$ cat src/rtl/anim_pkg.sv
// Shared definitions for the sprite animation sequencer: animation ids,
// per-animation frame counts, FSM state encoding and a last-frame lookup.
package anim_pkg;

  typedef logic [1:0] anim_id_t;

  // Animation ids double as priorities: a larger id pre-empts a smaller one.
  localparam anim_id_t ANIM_IDLE   = 2'd0;
  localparam anim_id_t ANIM_WALK   = 2'd1;
  localparam anim_id_t ANIM_ATTACK = 2'd2;
  localparam anim_id_t ANIM_HURT   = 2'd3;

  // Number of frames stored in each sprite memory.
  localparam int unsigned FRAMES_IDLE   = 2;
  localparam int unsigned FRAMES_WALK   = 4;
  localparam int unsigned FRAMES_ATTACK = 6;
  localparam int unsigned FRAMES_HURT   = 3;

  typedef enum logic {
    S_IDLE = 1'b0,
    S_PLAY = 1'b1
  } state_t;

  // Index of the final frame of an animation (frame count minus one).
  function automatic int unsigned frame_last(input anim_id_t anim);
    int unsigned last;
    case (anim)
      ANIM_IDLE:   last = FRAMES_IDLE - 1;
      ANIM_WALK:   last = FRAMES_WALK - 1;
      ANIM_ATTACK: last = FRAMES_ATTACK - 1;
      default:     last = FRAMES_HURT - 1;
    endcase
    return last;
  endfunction

endpackage

$ cat src/rtl/anim_ctrl_if.sv
// Request handshake from game logic plus the (anim_sel, frame) pair that
// drives the sprite memory read path.
interface anim_ctrl_if
  import anim_pkg::*;
#(
  parameter int FRAME_W = 4
);
  logic               req_valid;
  anim_id_t           req_anim;
  logic               req_ready;
  anim_id_t           anim_sel;
  logic [FRAME_W-1:0] frame;
  logic               busy;
  logic               done;

  // Requester / sprite-memory side.
  modport master (
    output req_valid, req_anim,
    input  req_ready, anim_sel, frame, busy, done
  );

  // Sequencer side.
  modport slave (
    input  req_valid, req_anim,
    output req_ready, anim_sel, frame, busy, done
  );
endinterface

$ cat src/rtl/anim_tick.sv
// Free-running frame prescaler: one tick every 2^DIV_W cycles, restartable
// so a new animation always gets a full-length first frame.
module anim_tick #(
  parameter int DIV_W = 23
) (
  input  logic clk,
  input  logic rst,
  input  logic clr,
  output logic tick
);

  logic [DIV_W-1:0] count_q;
  logic [DIV_W-1:0] count_d;

  // Next count: restart on clear, otherwise wrap-around increment.
  always_comb begin
    count_d = count_q + DIV_W'(1);
    if (clr) begin
      count_d = '0;
    end
  end

  // Counter register.
  always_ff @(posedge clk) begin
    if (rst) begin
      count_q <= '0;
    end else begin
      count_q <= count_d;
    end
  end

  assign tick = &count_q;

endmodule

$ cat src/rtl/anim_ctrl.sv
// Sprite animation sequencer: loops idle, plays one-shot animations on
// request with priority pre-emption, steps frames on prescaler ticks.
module anim_ctrl
  import anim_pkg::*;
#(
  parameter int DIV_W   = 23,
  parameter int FRAME_W = 4
) (
  input logic        clk,
  input logic        rst,
  anim_ctrl_if.slave bus
);

  state_t             state_q,    state_d;
  anim_id_t           anim_sel_q, anim_sel_d;
  logic [FRAME_W-1:0] frame_q,    frame_d;
  logic               busy_q,     busy_d;
  logic               done_q,     done_d;

  logic req_ready;
  logic accept;
  logic tick;

  // A request is takeable when idling or when it outranks the running
  // one-shot; an idle request never changes anything.
  always_comb begin
    req_ready = (state_q == S_IDLE) || (bus.req_anim > anim_sel_q);
    accept    = bus.req_valid && req_ready && (bus.req_anim != ANIM_IDLE);
  end

  // Restarting the prescaler on accept gives the new first frame its full hold.
  anim_tick #(
    .DIV_W(DIV_W)
  ) u_tick (
    .clk (clk),
    .rst (rst),
    .clr (accept),
    .tick(tick)
  );

  // Next-state logic: accept beats tick; final tick of a one-shot returns to idle.
  always_comb begin
    state_d    = state_q;
    anim_sel_d = anim_sel_q;
    frame_d    = frame_q;
    busy_d     = busy_q;
    done_d     = 1'b0;
    if (accept) begin
      state_d    = S_PLAY;
      anim_sel_d = bus.req_anim;
      frame_d    = '0;
      busy_d     = 1'b1;
    end else if (tick) begin
      if (state_q == S_IDLE) begin
        if (frame_q == FRAME_W'(frame_last(ANIM_IDLE))) begin
          frame_d = '0;
        end else begin
          frame_d = frame_q + FRAME_W'(1);
        end
      end else if (frame_q == FRAME_W'(frame_last(anim_sel_q))) begin
        state_d    = S_IDLE;
        anim_sel_d = ANIM_IDLE;
        frame_d    = '0;
        busy_d     = 1'b0;
        done_d     = 1'b1;
      end else begin
        frame_d = frame_q + FRAME_W'(1);
      end
    end
  end

  // State and output registers; anim_sel and frame always update together.
  always_ff @(posedge clk) begin
    if (rst) begin
      state_q    <= S_IDLE;
      anim_sel_q <= ANIM_IDLE;
      frame_q    <= '0;
      busy_q     <= 1'b0;
      done_q     <= 1'b0;
    end else begin
      state_q    <= state_d;
      anim_sel_q <= anim_sel_d;
      frame_q    <= frame_d;
      busy_q     <= busy_d;
      done_q     <= done_d;
    end
  end

  assign bus.req_ready = req_ready;
  assign bus.anim_sel  = anim_sel_q;
  assign bus.frame     = frame_q;
  assign bus.busy      = busy_q;
  assign bus.done      = done_q;

endmodule

$ cat src/flat_wrapper.sv
// flat-port wrapper written by rule: the top's interface ports become plain ports
module anim_ctrl_flat import anim_pkg::*;
#(
  parameter int DIV_W   = 23,
  parameter int FRAME_W = 4
)
  (clk, rst, bus_req_valid, bus_req_anim, bus_req_ready, bus_anim_sel, bus_frame, bus_busy, bus_done);
  anim_ctrl_if #(.FRAME_W(FRAME_W)) bus_i ();
  input logic clk;
  input logic rst;
  input wire logic [$bits(bus_i.req_valid)-1:0] bus_req_valid;
  input wire logic [$bits(bus_i.req_anim)-1:0] bus_req_anim;
  output wire logic [$bits(bus_i.req_ready)-1:0] bus_req_ready;
  output wire logic [$bits(bus_i.anim_sel)-1:0] bus_anim_sel;
  output wire logic [$bits(bus_i.frame)-1:0] bus_frame;
  output wire logic [$bits(bus_i.busy)-1:0] bus_busy;
  output wire logic [$bits(bus_i.done)-1:0] bus_done;
  assign bus_i.req_valid = bus_req_valid;
  assign bus_i.req_anim = bus_req_anim;
  assign bus_req_ready = bus_i.req_ready;
  assign bus_anim_sel = bus_i.anim_sel;
  assign bus_frame = bus_i.frame;
  assign bus_busy = bus_i.busy;
  assign bus_done = bus_i.done;
  anim_ctrl #(.DIV_W(DIV_W), .FRAME_W(FRAME_W)) u_core (.clk(clk), .rst(rst), .bus(bus_i));
endmodule
$ cat config.mk
export PLATFORM = sky130hd
export DESIGN_NAME = anim_ctrl_flat
export DESIGN_NICKNAME = d
export VERILOG_FILES = /design/src/rtl/anim_pkg.sv /design/src/rtl/anim_ctrl_if.sv /design/src/rtl/anim_tick.sv /design/src/rtl/anim_ctrl.sv /design/src/flat_wrapper.sv
export SDC_FILE = /design/constraint.sdc
export NUM_CORES = 1
export LEC_CHECK = 0
export ABC_CLOCK_PERIOD_IN_PS = 2700
export CAP_MARGIN = 40
export CORE_ASPECT_RATIO = 1.4
export CORE_UTILIZATION = 45
export CTS_CLUSTER_DIAMETER = 100
export DETAILED_ROUTE_END_ITERATION = 8
export PLACE_DENSITY = 0.74
export SLEW_MARGIN = 10
export SYNTH_ARGS = -nofsm -noshare
export SYNTH_HDL_FRONTEND = slang
export SYNTH_SLANG_ARGS = --single-unit
$ cat constraint.sdc
create_clock -name clk -period 2.7 [get_ports clk]
set_clock_uncertainty 0.1 [all_clocks]
set_input_delay 0.405 -clock clk [delete_from_list [all_inputs] [get_ports clk]]
set_output_delay 0.405 -clock clk [all_outputs]
set_load 0.05 [all_outputs]
==> impl_metrics.ini <==
[die]
fp.dieH_um = 71.1
dieArea_um2 = 3650
start_util_pct = 48.2
die_w_um = 51.4
rows = 24
num_io_pins = 14
fp.coreArea_um2 = 3180

[route]
via_per_inst = 5.70
dr.pass1.iters = 4
ant_nets = 0
avgRoutedWirePerCell_um = 14.1
drcViolationCount = 0
wl_um = 3270
vias = 1316
drtIter0Drc = 21

[synthesis]
syn_avg_cell_area_um2 = 8.87
synth_seq_area_share_pct = 41.7
syn-cell-area_um2 = 1540
yosysWarnings = 0
synth_cell_types = 34
synthCells = 173
synth_nets = 183
ys_ff_latch = 32

[cells_and_area]
final_common_cell = dfxtp_1
areaGrowthSynthToFinish_pct = 18.8
layout-drive-gt1-share_pct = 8.85
antennaDiodeCount = 0
fin_nets = 201
n_fill_cell = 285
final_cell_mix = dfxtp_1, nor2_1, nand3_1, xnor2_1, clkdlybuf4s50_1

[global_route]
grt_max_degree = 18
grt_overflow = 0
antenna_found_initial = 0
grt_usage_pct = 20.7
grt_pass1_vias = 1366
grt_pass1_wl_um = 5680

[worst_hold_path]
min_path_cells = 1
min_path_type = reg -> reg

[clock_tree]
clock-sinks = 32
cts_tree = built
postCtsSetupBuffers = 0
clkTransAtPathRegs_ns = 0.06
cts_max_level = 2
cts_root_buf = clkbuf_8
clk_latency_ns = 0.28
cts_buffer_depth = 2
postCtsResizedCells = 0
cts_hold_buf = 0
cts_buffers = 5

[worst_setup_path]
arrival_ns = 1.89
critPathCaptureType = primary output
r2r_cells = 8
cp_max_fo = 3
path_class = in -> out
cp-start-kind = input port
worstPathRequired_ns = 2.19

[power]
leakage_nw = 0.624
power.density_nw_per_um2 = 528
ir_drop_mv = 0.293

[place]
gp_congestion = 0.815
hpwl_um = 2310
port_buffers = 13

[status]
status = completed

[sta]
slew_headroom_pct = 64.0
hold_violations = 0
fmax_mhz = 417
holdWs_ns = 0.365
setup_viol_count_final = 0
grt_setup_unrepaired = false
tns_ns = 0
post-route-period-util_pct = 88.9
tightest_slew_ns = 0.539
period_minus_slack_ns = 2.40
maxSlewViolCount = 0

[flow_run]
max-cap-violations = 0
metrics by stage:
step	utilization [%]	std cells	setup WS (ns)	power [mW]	area, um^2
finish	57.3	231	0.301	0.963	1820
global route	57.3	231	0.233	0.999	1820
CTS	57.3	231	0.301	0.972	1820
detailed placement	54.4	223	0.121	0.592	1730
global placement	54.4	223	0.247	0.588	1730
floorplan	-	173	0.0516	0.552	1540
logic make-up after synthesis:
family / share of synthesized area, %
and+or+nand+nor: 28.9
DFF: 41.7
AOI/OAI and AO/OA: 10.7
xor gates and xnor gates: 11.4
buffers and inverters: 3.26
adders and majority gates: 4.07
layout make-up:
type / count / area, um^2 / share of cell area [%]
clock buffers: 6 / 82.6 / 4.53
clock inverters: 2 / 10.0 / 0.549
inverters: 8 / 30.0 / 1.65
multi-input cells: 129 / 845 / 46.3
flip-flops and latches: 32 / 641 / 35.1
well taps: 39 / 48.8 / 2.67
repair buffers: 15 / 168 / 9.19
registers in the layout, summed over array words and instances (netlist names):
name,count
u_core.bus.frame,4
u_core.bus.busy,1
u_core.bus.anim_sel,2
u_core.bus.done,1
u_core.state_q,1
u_core.u_tick.count_q,23
worst max-delay path, cell delays in order:
cell             delay (ns)
clkdlybuf4s50_1        0.50
inv_1                  0.06
ha_1                   0.28
and3_1                 0.18
a21oi_1                0.28
buf_12                 0.18
cells in the mapped netlist:
cell       instances  area share, %
and4_1             5            2.9
nor4_1             4            1.6
dfxtp_1           32             42
a21oi_1            5            1.6
nor3_2             1           0.65
buf_2              4            1.3
and3_1             3            1.2
nand2_1            9            2.2
o2111ai_2          1           0.98
nor4b_1            1           0.57
a32o_2             2            1.5
inv_1              8            2.0
a32oi_1            1           0.57
nand4b_1           1           0.57
or3_1              1           0.41
o21ai_1            4            1.3
or4b_1             1           0.65
nand3_1           13            4.2
o32ai_4            1            1.8
nor2b_1            1           0.41
a211oi_1           1           0.49
nand4_1            5            2.0
xor2_1             8            4.6
nor3_1             4            1.3
o211ai_1           2           0.98
ha_1               5            4.1
and2_1             3            1.2
o21ai_0            3           0.98
nor2_1            27            6.6
nand2b_1           1           0.41
or4bb_1            2            1.5
o31ai_1            1           0.49
xnor2_1           12            6.8
or2_2              1           0.41
metal layers:
layer,global-route usage [%],vias to the layer above,share of wire [%],routed length [um]
met5,0,-,0,0
met4,13.2,0,1.3,42
met3,6.67,6,4.2,136
met2,35.5,32,53,1730
met1,21.0,624,41,1360
li1,-,654,-,-
power by group:
part	internal, mW	total (mW)	switching, mW
sequential	0.480	0.490	0.0101
combinational	0.0388	0.0918	0.0530
clock	0.203	0.381	0.178
total	0.722	0.963	0.241
final timing paths:
check	start	slack (ns)	to
setup / recovery	bus_req_anim[0]	0.30	bus_req_ready
hold / removal	u_core.u_tick.count_q[0]	0.37	u_core.u_tick.count_q[0]
setup reg to reg	u_core.bus.anim_sel[1]	0.49	u_core.bus.frame[3]
hold reg to reg	u_core.u_tick.count_q[0]	0.37	u_core.u_tick.count_q[0]
Note: power is estimated with default switching activity, not from simulation.
